===== src/rtl/maj_vote_pkg.sv =====
`default_nettype none
// ============================================================================
// Module      : maj_vote_pkg
// Description : Shared types, limits and helper function for the N-input
//               majority voter (maj_vote_pipe and maj_vote_bit).
//               - vote_mode_e  : VOTE_MAJ (plain majority) / VOTE_STRICT
//                                (unanimity expected, disagreement flagged)
//               - MAX_NUM_IN   : largest supported number of voter inputs
//               - popcount_maj : majority of the low n bits of a vector
// Revision    : 1.0 - initial release
// ============================================================================
package maj_vote_pkg;

    typedef enum logic {
        VOTE_MAJ    = 1'b0,
        VOTE_STRICT = 1'b1
    } vote_mode_e;

    localparam int MAX_NUM_IN = 15;

    // Returns 1 when at least (n+1)/2 of v[n-1:0] are set. Bits at and above
    // n are ignored so callers can zero-extend narrower vectors freely.
    function automatic logic popcount_maj(input logic [MAX_NUM_IN-1:0] v,
                                          input int n);
        int ones;
        ones = 0;
        for (int i = 0; i < MAX_NUM_IN; i++) begin
            if (i < n) begin
                ones += int'(v[i]);
            end
        end
        return (ones >= (n + 1) / 2);
    endfunction

endpackage : maj_vote_pkg
`default_nettype wire


===== src/rtl/maj_vote_bit.sv =====
`default_nettype none
// ============================================================================
// Module      : maj_vote_bit
// Description : Combinational single-bit majority of NUM_IN votes.
// Ports       : i_bits [NUM_IN-1:0]  one vote per redundant input
//               o_maj                1 when a majority of i_bits is set
// Revision    : 1.0 - initial release
// ============================================================================
module maj_vote_bit
    import maj_vote_pkg::*;
#(
    parameter int NUM_IN = 3
) (
    input  logic [NUM_IN-1:0] i_bits,
    output logic              o_maj
);

    logic [MAX_NUM_IN-1:0] w_ext;

    always_comb begin
        w_ext               = '0;
        w_ext[NUM_IN-1:0]   = i_bits;
        o_maj               = popcount_maj(w_ext, NUM_IN);
    end

endmodule : maj_vote_bit
`default_nettype wire


===== src/rtl/maj_vote_pipe.sv =====
`default_nettype none
// ============================================================================
// Module      : maj_vote_pipe
// Description : Registered NUM_IN-input bitwise majority voter with a
//               valid/ready handshake, per-input disagreement flags and
//               optional per-input saturating disagreement counters with
//               sticky fault flags.
// Ports       : clk, rst_n     clock, asynchronous active-low reset
//               in_valid/in_ready/in_data   input handshake, input i at
//                                           in_data[i*WIDTH +: WIDTH]
//               mode           0 = majority, 1 = strict (flag disagreement)
//               out_valid/out_ready/out_data  voted word handshake
//               out_err        strict mode: some input disagreed
//               disagree_o     inputs that differed from out_data
//               fault_o        sticky per-input fault flags
//               clear_stats    synchronous clear of counters and faults
// Config      : MAJ_VOTE_STATS_EN - when defined, counters, fault_o and
//               clear_stats are functional; otherwise fault_o is tied low
//               and clear_stats is ignored.
// Revision    : 1.0 - initial release
// ============================================================================
module maj_vote_pipe
    import maj_vote_pkg::*;
#(
    parameter int WIDTH        = 4,
    parameter int NUM_IN       = 3,
    parameter int CNT_W        = 8,
    parameter int FAULT_THRESH = 4
) (
    input  logic                    clk,
    input  logic                    rst_n,
    input  logic                    in_valid,
    output logic                    in_ready,
    input  logic [NUM_IN*WIDTH-1:0] in_data,
    input  logic                    mode,
    output logic                    out_valid,
    input  logic                    out_ready,
    output logic [WIDTH-1:0]        out_data,
    output logic                    out_err,
    output logic [NUM_IN-1:0]       disagree_o,
    output logic [NUM_IN-1:0]       fault_o,
    input  logic                    clear_stats
);

    if ((NUM_IN % 2) == 0 || NUM_IN < 3 || NUM_IN > MAX_NUM_IN) begin : g_bad_num_in
        $error("maj_vote_pipe: NUM_IN must be odd and within 3..15");
    end

    logic [WIDTH-1:0]  w_vote;
    logic [NUM_IN-1:0] w_disagree;
    logic              w_err;
    logic              w_accept;

    logic              r_out_valid;
    logic [WIDTH-1:0]  r_out_data;
    logic              r_out_err;
    logic [NUM_IN-1:0] r_disagree;

    // Per-bit vote: gather bit b of every input into one column and vote it.
    for (genvar b = 0; b < WIDTH; b++) begin : g_bit
        logic [NUM_IN-1:0] w_col;

        always_comb begin
            w_col = '0;
            for (int i = 0; i < NUM_IN; i++) begin
                w_col[i] = in_data[i*WIDTH + b];
            end
        end

        maj_vote_bit #(
            .NUM_IN (NUM_IN)
        ) u_bit (
            .i_bits (w_col),
            .o_maj  (w_vote[b])
        );
    end

    always_comb begin
        w_disagree = '0;
        for (int i = 0; i < NUM_IN; i++) begin
            w_disagree[i] = |(in_data[i*WIDTH +: WIDTH] ^ w_vote);
        end
    end

    assign w_err    = (vote_mode_e'(mode) == VOTE_STRICT) ? |w_disagree : 1'b0;
    assign in_ready = !r_out_valid || out_ready;
    assign w_accept = in_valid && in_ready;

    // Single output stage; everything it holds is only reloaded on accept,
    // so a stalled word (and its mode-dependent out_err) stays frozen.
    always_ff @(posedge clk or negedge rst_n) begin
        if (!rst_n) begin
            r_out_valid <= 1'b0;
            r_out_data  <= '0;
            r_out_err   <= 1'b0;
            r_disagree  <= '0;
        end else begin
            if (w_accept) begin
                r_out_valid <= 1'b1;
                r_out_data  <= w_vote;
                r_out_err   <= w_err;
                r_disagree  <= w_disagree;
            end else if (out_ready) begin
                r_out_valid <= 1'b0;
            end
        end
    end

    assign out_valid  = r_out_valid;
    assign out_data   = r_out_data;
    assign out_err    = r_out_err;
    assign disagree_o = r_disagree;

`ifdef MAJ_VOTE_STATS_EN
    localparam logic [CNT_W-1:0] c_cnt_max = '1;
    localparam logic [CNT_W:0]   c_thresh  = (CNT_W+1)'(FAULT_THRESH);

    logic [CNT_W-1:0]  r_cnt [NUM_IN];
    logic [NUM_IN-1:0] r_fault;

    // Faults compare the registered count, so a flag rises one cycle after
    // its counter crosses the threshold. Clear takes priority over both the
    // count update and the fault set in the same cycle.
    always_ff @(posedge clk or negedge rst_n) begin
        if (!rst_n) begin
            for (int i = 0; i < NUM_IN; i++) begin
                r_cnt[i] <= '0;
            end
            r_fault <= '0;
        end else if (clear_stats) begin
            for (int i = 0; i < NUM_IN; i++) begin
                r_cnt[i] <= '0;
            end
            r_fault <= '0;
        end else begin
            for (int i = 0; i < NUM_IN; i++) begin
                if (w_accept && w_disagree[i] && (r_cnt[i] != c_cnt_max)) begin
                    r_cnt[i] <= r_cnt[i] + 1'b1;
                end
                if ({1'b0, r_cnt[i]} >= c_thresh) begin
                    r_fault[i] <= 1'b1;
                end
            end
        end
    end

    assign fault_o = r_fault;
`else
    localparam int c_unused_stats = CNT_W + FAULT_THRESH;
    logic w_unused_clear;

    assign w_unused_clear = clear_stats;
    assign fault_o        = '0;
`endif

endmodule : maj_vote_pipe
`default_nettype wire


===== config.mk =====
export PLATFORM = sky130hd
export DESIGN_NAME = maj_vote_pipe
export DESIGN_NICKNAME = d
export VERILOG_FILES = /design/src/rtl/maj_vote_pkg.sv /design/src/rtl/maj_vote_bit.sv /design/src/rtl/maj_vote_pipe.sv
export SDC_FILE = /design/constraint.sdc
export NUM_CORES = 1
export LEC_CHECK = 0
export ABC_AREA = 1
export CORE_UTILIZATION = 41
export DETAILED_ROUTE_END_ITERATION = 10
export GPL_ROUTABILITY_DRIVEN = 1
export PLACE_DENSITY = 0.84
export SYNTH_ARGS = -nofsm -noshare
export SYNTH_HDL_FRONTEND = slang
export SYNTH_SLANG_ARGS = --single-unit

===== constraint.sdc =====
create_clock -name clk -period 1.1 [get_ports clk]
set_clock_uncertainty 0.2 [all_clocks]
set_input_delay 0.11 -clock clk [delete_from_list [all_inputs] [get_ports clk]]
set_output_delay 0.11 -clock clk [all_outputs]
set_load 0.005 [all_outputs]

* Yosys cells after proc, flatten, opt, wreduce, memory -nomap -nowiden *
Index checks and enable logic that the tools add are counted.

storage, ports and cells
  memories kept = 0
  bits in latches = 0
  input bits = 18
  register bits after elaboration = 9
  memory bits (read-only) = 0
  bits in writable memories = 0

cells by class
  equality and inequality tests = 0
  div/mod/pow operators = 0
  multiplexer cells = 3
  shift operators = 0
  $mul = 0
  order comparisons = 4
  bitwise operators = 3
  $add $sub $neg = 8
  reduce and logical (&&, ||, !) cells = 8

operators by type and width
  operator                                                             count
  adder 32 x 2 -> 32 bit                                               4
  greater-or-equal comparator 32 x 3 -> 1 bit (second input constant)  4
  OR reduction 12 bit                                                  1
  OR reduction 4 bit                                                   3
  bitwise XOR 4 bit                                                    3
  adder 1 x 1 -> 2 bit                                                 4
  two-way mux 1 bit                                                    3
  nonzero test 2 bit                                                   1
  logical AND 1 bit                                                    1
  logical NOT 1 bit                                                    1
  logical OR 1 bit                                                     1

* Depth between registers and ports, before layout *
Gate-level depths: netlist of the first run.

  depth after elaboration = 6
  gate-level depth with buffers = 11

* Cells and area by module *
From an unflattened synthesis of the first run, not the netlist that was laid out.

second synthesis, totals
  cell total of the unflattened synthesis = 86
  area, all modules = 639.4 sq um

modules (own cells, without submodules)
  module         times used  area each (sq um)  seq. area each (sq um)  cells an instance
  maj_vote_pipe  1           544.3              225.2                   70
  maj_vote_bit   4           23.8               0.0                     4

* Worst setup path after synthesis of the first run *
OpenSTA, ideal clock, no wires.

  kind = input to register
  start = input port in_data[2]
  end = register r_out_err (netlist: out_err)
  library setup time = 116 ps
  cell stages on the path = 11
  data arrival time = 974 ps
  slack = -191 ps
  cell sequence = ha_1 nand2_1 nand2_1 nand2_1 nand2_1 inv_1 nand2_1 nor2_2 nand3_1 nand2_1 nand2_1

on the way
  cells in the longest elaborated chain, start to end = 6
  elaborated cells between the ends (all ways) = 8
  classes of those cells = add/sub: 2; order compare: 1; mux: 1; bitwise: 3; reduce/logical: 1

ends and longest elaborated chain
  item                                         line                  RTL
  from (decl)                                  maj_vote_pipe.sv:34   input logic [NUM_IN*WIDTH-1:0] in_data,
  adder 1 x 1 -> 2 bit                         maj_vote_pkg.sv:29    ones += int'(v[i]);
  adder 32 x 2 -> 32 bit                       maj_vote_pkg.sv:29
  greater-or-equal comparator 32 x 3 -> 1 bit  maj_vote_pkg.sv:32    return (ones >= (n + 1) / 2);
  bitwise XOR 4 bit                            maj_vote_pipe.sv:81   w_disagree[i] = |(in_data[i*WIDTH +: WIDTH] ^ w_vote);
  OR reduction 12 bit *                        maj_vote_pipe.sv:85   assign w_err = (vote_mode_e'(mode) == VOTE_STRICT) ? |w_disagree : 1'b0;
  two-way mux 1 bit *                          maj_vote_pipe.sv:85
  to (signal assigned)                         maj_vote_pipe.sv:101  r_out_err <= w_err;
  to (decl)                                    maj_vote_pipe.sv:56   logic r_out_err;

Every way passes the cells marked *; elsewhere a longest branch is shown, timed or not.
A chain may end at the register's enable or synchronous reset.

* Final worst setup path of the first run *
  start = register r_out_valid (netlist: out_valid)
  end = output port in_ready

on the way
  cells in the longest elaborated chain, start to end = 2

ends and longest elaborated chain
  item                    line                  RTL
  from (decl)             maj_vote_pipe.sv:54   logic r_out_valid;
  from (signal assigned)  maj_vote_pipe.sv:93   r_out_valid <= 1'b0;
  from (signal assigned)  maj_vote_pipe.sv:99   r_out_valid <= 1'b1;
  from (signal assigned)  maj_vote_pipe.sv:104  r_out_valid <= 1'b0;
  logical NOT 1 bit       maj_vote_pipe.sv:86   assign in_ready = !r_out_valid || out_ready;
  logical OR 1 bit        maj_vote_pipe.sv:86
  to (decl)               maj_vote_pipe.sv:33   output logic in_ready,

No other way between the ends.

==> results of run 1 <==
## metrics by stage
| step | setup TNS (ns) | hold slack [ns] | setup WS [ns] | std cells |
|---|---|---|---|---|
| after floorplan | -0.191 | -0.386 | -0.117 | 108 |
| after global placement | -4.78 | 0.207 | -0.716 | 166 |
| after detailed placement | -5.15 | 0.225 | -0.763 | 166 |
| after CTS | -0.774 | 0.124 | -0.124 | 176 |
| after global routing | -1.19 | 0.143 | -0.178 | 177 |
| final | -0.801 | 0.118 | -0.154 | 177 |
## worst max path at each step
stage                     endpoint       start  slack [ns]  depth (start not counted)
after global routing      in_ready   out_valid       -0.18                          3
after CTS                 in_ready   out_valid       -0.12                          3
after floorplan            out_err  in_data[3]       -0.12                         11
after detailed placement   out_err  in_data[1]       -0.76                         11
after global placement     out_err  in_data[0]       -0.72                         11
final                     in_ready   out_valid       -0.15                          3
## power breakdown
group          internal (uW)  switching [uW]  leakage, uW  total, uW
Combinational            293             243     0.000560        536
Sequential               381            25.9     0.000103        406
Clock                    139             108    0.0000150        248
Total                    813             377     0.000678       1190
## cell usage after synthesis
| library cell | number |
|---|---|
| nand2_2 | 5 |
| nor2_1 | 5 |
| or2_0 | 1 |
| dfrtp_1 | 9 |
| a31oi_1 | 3 |
| conb_1 | 1 |
| nand3_1 | 4 |
| o21ai_0 | 6 |
| ha_1 | 4 |
| buf_4 | 3 |
| buf_6 | 1 |
| inv_2 | 1 |
| nand2_1 | 41 |
| nand3b_1 | 5 |
| nor2_2 | 2 |
| inv_1 | 13 |
| or2_1 | 2 |
## what timing repair did
item                                    in CTS  in global routing
hold buffers                                 1                  0
resized for setup                           84                 11
gates cloned                                 0                  0
setup buffers                                5                  1
pin swaps                                   11                  6
endpoints found under the setup margin      18                 12
hold endpoints to repair                     9                  0
## critical path, delay by kind of cell (launching register included)
| family | cells | cell delay, ns |
|---|---|---|
| simple gates | 1 | 0.07 |
| buf+inv | 2 | 0.24 |
| flops | 1 | 0.39 |
## kinds of logic after synthesis
kind of cell / count (synthesis) / share of synthesized area, %
and+or+nand+nor: 65 / 41.4
adders and majority gates: 4 / 7.08
other: 1 / 0.530
AOI/OAI and AO/OA: 9 / 6.90
buffers and inverters: 18 / 12.2
DFF: 9 / 31.9
## routing by layer
metal	GRT usage, %	vias to the layer above	wire length, um
li1	-	438	-
met1	23.1	373	734
met2	37.0	22	936
met3	3.75	0	81
met4	3.75	0	0
met5	0	-	0
## sequential cells by signal, indices dropped and copies added (netlist names)
name,cells
out_err,1
out_valid,1
disagree_o,3
out_data,4
## layout make-up
type | instances | area, um^2 | share of cell area, %
Multi-Input combinational cell | 81 | 533 | 42.4
Inverter | 14 | 62.6 | 4.98
Tap cell | 16 | 20.0 | 1.59
Clock buffer | 4 | 26.3 | 2.09
Timing Repair Buffer | 53 | 390 | 31.0
Sequential cell | 9 | 225 | 17.9
==> flow_summary_export.csv, run 1 <==
group,metric,value,unit
cells_and_area,areaGrowthSynthToFinish,77.9,%
floorplan,start_util,45.3,%
cells_and_area,final_common_cell,"nand2_1",
clocking,cts_root_buffer,"clkbuf_4",
cells_and_area,layout.cells.most_common_list,"nand2_1 (35), buf_4 (25), buf_2 (15), inv_1 (10), dfrtp_1 (9)",
route,ant_nets,0,
grt,grt.overflow.total,0,
setup_path,cp_slowest_cell,"dfrtp_1",
run,cap_violations,0,
clocking,clock_sinks,9,
yosys,synth.distinct_cells,17,
sta,timing.final.ws_setup,-0.154,ns
clocking,insertion_delay,0.25,ns
route,drt_via_density,4.71,
power_and_ir_drop,power.leakage,0.000678,uW
yosys,synthesis.instances,106,
sta,layout_worst_path_cycle_share,114,%
cells_and_area,final_nets,184,
route,total_wire_length_after_detailed_routing,1750,um
placement,io_buffer_count,26,
clocking,cts-root-to-sink-buffers,2,
outcome,violations,"DRC, setup timing",
setup_path,slowest_delay,0.39,ns
sta,f_max,797,MHz
yosys,ff_latch_count_synth,9,
floorplan,floorplan.die_area,1890,um^2
outcome,run_status,"finished with violations",
route,drt_drc_violations_left,8,
sta,rsz_0062_raised_after_global_routing,"true",
route,first_iter_violations,20,
route,dr_total_vias,833,
setup_path,crit_type,"reg2out",
grt,first_global_vias,777,
clocking,numCtsBuffers,3,
sta,drv_slew,0,
route,firstDrtPassIters,7,
sta,period_needed,1.25,ns
setup_path,timing.critical_path.from_type,"register",
yosys,synthesis.yosys.warnings,0,
cells_and_area,layout.filler_cells,109,
yosys,yosys.area.top_type_share,31.9,%
min_path,hp-class,"in2reg",
floorplan,fp-row-count,14,
floorplan,fp.dieH,43.5,um
yosys,post_synthesis_mean_instance_area,6.67,um^2
yosys,synth_area_leader_cell,"dfrtp_1",
setup_path,timing.critical_path.cells,"buf_6 -> nand2_8 -> buf_6",
power_and_ir_drop,power.total,1190,uW
floorplan,ios,31,
grt,first_pass_grt_wire_length,2930,um
placement,dp.final_hpwl,1350,um
setup_path,number_of_cells_on_the_worst_reg_to_reg_path,6,
clocking,tritoncts,"done",
placement,place_congestion,0.745,
sta,timing.final.hold_violations,0,
setup_path,cp_data_arrival_time,0.94,ns
setup_path,worst_r2r_endpoint,"out_data[2]",
route,post_drt_wl_per_cell,9.90,um
power_and_ir_drop,p_per_cell_area,947,nW/um^2
yosys,synth.yosys.seq_area_share,31.9,%
setup_path,timing.rr.start,"out_valid",
grt,grt_antenna_before_repair,0,
setup_path,setup.worst_path.end_class,"output port",
yosys,netlist_top_cells_area,"dfrtp_1 (32%), nand2_1 (22%), ha_1 (7.1%)",
cells_and_area,antennaDiodeCount,0,
cells_and_area,final_util,80.7,%
setup_path,worst-endpoint-required,0.79,ns
setup_path,most_frequent_cell_on_the_critical_path,"buf_6",
cells_and_area,final_cell_area,1260,um^2
clocking,worst_setup_hold_path_clk_slew,0.06,ns
min_path,worst_hold_path.endpoint,"out_data[0]",
power_and_ir_drop,ir_drop,0.560,mV
grt,global_route.usage.total,19.6,%
setup_path,worstPathMaxFanout,3,
yosys,netlist_area,707,um^2
floorplan,core_region_area,1560,um^2
placement,place_area,1180,um^2
min_path,hold-path-cell-count,4,
clocking,h_tree_levels,1,
cells_and_area,post_route_cells_drive_above_1_share,42.9,%
min_path,hold_path.startpoint,"in_data[0]",
grt,grt_start_max_net_pins,13,
floorplan,die_w,43.5,um
sta,timing.final.setup_violations,11,
setup_path,reg2reg_setup_slack,-0.11,ns
Power figures use the tool's default switching activity.
==> run 2: changes to the inputs <==
- CORE_UTILIZATION: 41 -> 25
- PLACE_DENSITY: 0.84 -> 0.58
==> flow_summary_export.csv, run 2 (synthesized netlist as in run 1, its figures left out) <==
group,metric,value,unit
outcome,run_status,"finished with violations",
outcome,violations,"setup timing",
floorplan,core_region_area,2570,um^2
route,total_wire_length_after_detailed_routing,1800,um
placement,dp.final_hpwl,1370,um
placement,io_buffer_count,26,
route,drt_via_density,4.21,
setup_path,cp_data_arrival_time,0.86,ns
sta,rsz_0062_raised_after_global_routing,"true",
setup_path,slowest_delay,0.38,ns
grt,first_global_vias,666,
cells_and_area,antennaDiodeCount,0,
clocking,worst_setup_hold_path_clk_slew,0.06,ns
floorplan,ios,31,
floorplan,floorplan.die_area,3040,um^2
grt,global_route.usage.total,12.3,%
grt,grt_start_max_net_pins,13,
clocking,numCtsBuffers,3,
power_and_ir_drop,power.leakage,0.000720,uW
setup_path,crit_type,"reg2out",
cells_and_area,layout.cells.most_common_list,"buf_4 (34), nand2_1 (33), buf_2 (11), inv_1 (9), dfrtp_1 (9)",
floorplan,die_w,55.2,um
cells_and_area,final_nets,191,
route,post_drt_wl_per_cell,9.09,um
sta,layout_worst_path_cycle_share,107,%
clocking,h_tree_levels,1,
power_and_ir_drop,p_per_cell_area,926,nW/um^2
sta,drv_slew,0,
cells_and_area,final_common_cell,"buf_4",
route,ant_nets,0,
floorplan,start_util,27.5,%
clocking,tritoncts,"done",
placement,place_congestion,0.684,
setup_path,setup.worst_path.end_class,"output port",
cells_and_area,largest_register_ffs,4,
setup_path,timing.critical_path.max_delay_family,"flip-flops",
setup_path,worstPathMaxFanout,3,
route,drt_drc_violations_left,0,
setup_path,cp_slowest_cell,"dfrtp_1",
clocking,cts_root_buffer,"clkbuf_4",
setup_path,worst-endpoint-required,0.79,ns
sta,timing.final.hold_violations,0,
grt,grt.overflow.total,0,
route,dr_total_vias,834,
min_path,hp-class,"in2reg",
cells_and_area,post_route_cells_drive_above_1_share,48.8,%
grt,first_pass_grt_wire_length,2550,um
route,firstDrtPassIters,4,
floorplan,fp.dieH,55.2,um
clocking,clock_sinks,9,
sta,period_needed,1.17,ns
cells_and_area,layout.filler_cells,279,
placement,dp_slack,-0.768,ns
sta,setup_total_negative_slack,-0.276,ns
setup_path,timing.critical_path.cells,"nand2_2 -> buf_2",
cells_and_area,final_util,52.1,%
power_and_ir_drop,ir_drop,0.604,mV
route,first_iter_violations,8,
sta,f_max,853,MHz
clocking,insertion_delay,0.27,ns
run,cap_violations,0,
clocking,cts-root-to-sink-buffers,2,
floorplan,fp-row-count,18,
cells_and_area,areaGrowthSynthToFinish,89.2,%
sta,timing.final.setup_violations,8,
setup_path,critPathBufInv,1,
grt,grt_antenna_before_repair,0,
setup_path,reg2reg_setup_slack,-0.04,ns
setup_path,timing.critical_path.from_type,"register",
sta,timing.final.ws_setup,-0.0720,ns
==> run 2: layer usage <==
layer	part of all wire (%)	track usage, %	wire [um]
met2	47	19.7	843
met1	43	14.3	778
met4	2.1	10.0	38
met3	7.7	1.91	139
met5	0	0	0
==> run 2: cell type report <==
cell class,count,area [um^2],share of cell area (%)
clock buffer,4,26.3,1.96
inverter,14,57.6,4.30
multi-input combinational,81,524,39.2
sequential,9,225,16.8
tap,30,37.5,2.81
timing repair buffer,60,467,34.9
==> run 2: final timing paths <==
check	endpoint	cells past startpoint	startpoint
worst max-delay path	in_ready	2	out_valid
worst min-delay path	out_data[0]	4	in_data[0]
worst max register to register	out_data[2]	5	out_valid
worst min register to register	disagree_o[2]	3	disagree_o[2]
max in group asynchronous	out_data[2]	3	rst_n
min in group asynchronous	out_data[0]	3	rst_n
==> run 2: timing repair <==
item | CTS | global route
setup endpoints to repair | 18 | 19
resized for setup | 79 | 24
hold buffers | 1 | 0
hold endpoints to repair | 9 | 0
cloned | 0 | 0
buffers inserted | 7 | 4
pin swaps | 11 | 21
==> run 2: per-stage QoR <==
| stage | instance area [um^2] | hold WS (ns) | std cells | total power, uW |
|---|---|---|---|---|
| 4_1_cts | 1230 | 0.112 | 194 | 1200 |
| 5_1_grt | 1340 | 0.110 | 198 | 1330 |
| 6_report | 1340 | 0.0924 | 198 | 1240 |
| 3_5_place_dp | 1210 | 0.208 | 182 | 936 |
| 2_1_floorplan | 785 | -0.386 | 108 | 624 |
| 3_3_place_gp | 1210 | 0.210 | 182 | 926 |
==> run 2: worst register-to-register path: cells and delay by family, from the launching register on <==
family          cells  cell delay [ns]
buf+inv             1             0.10
compound gates      1             0.14
flops               1             0.38
simple gates        3             0.25
==> run 2: power breakdown <==
part | leakage (uW) | switching [uW] | internal [uW]
logic | 0.000601 | 242 | 331
clock network | 0.0000150 | 121 | 140
registers | 0.000103 | 23.0 | 381
total | 0.000720 | 387 | 852
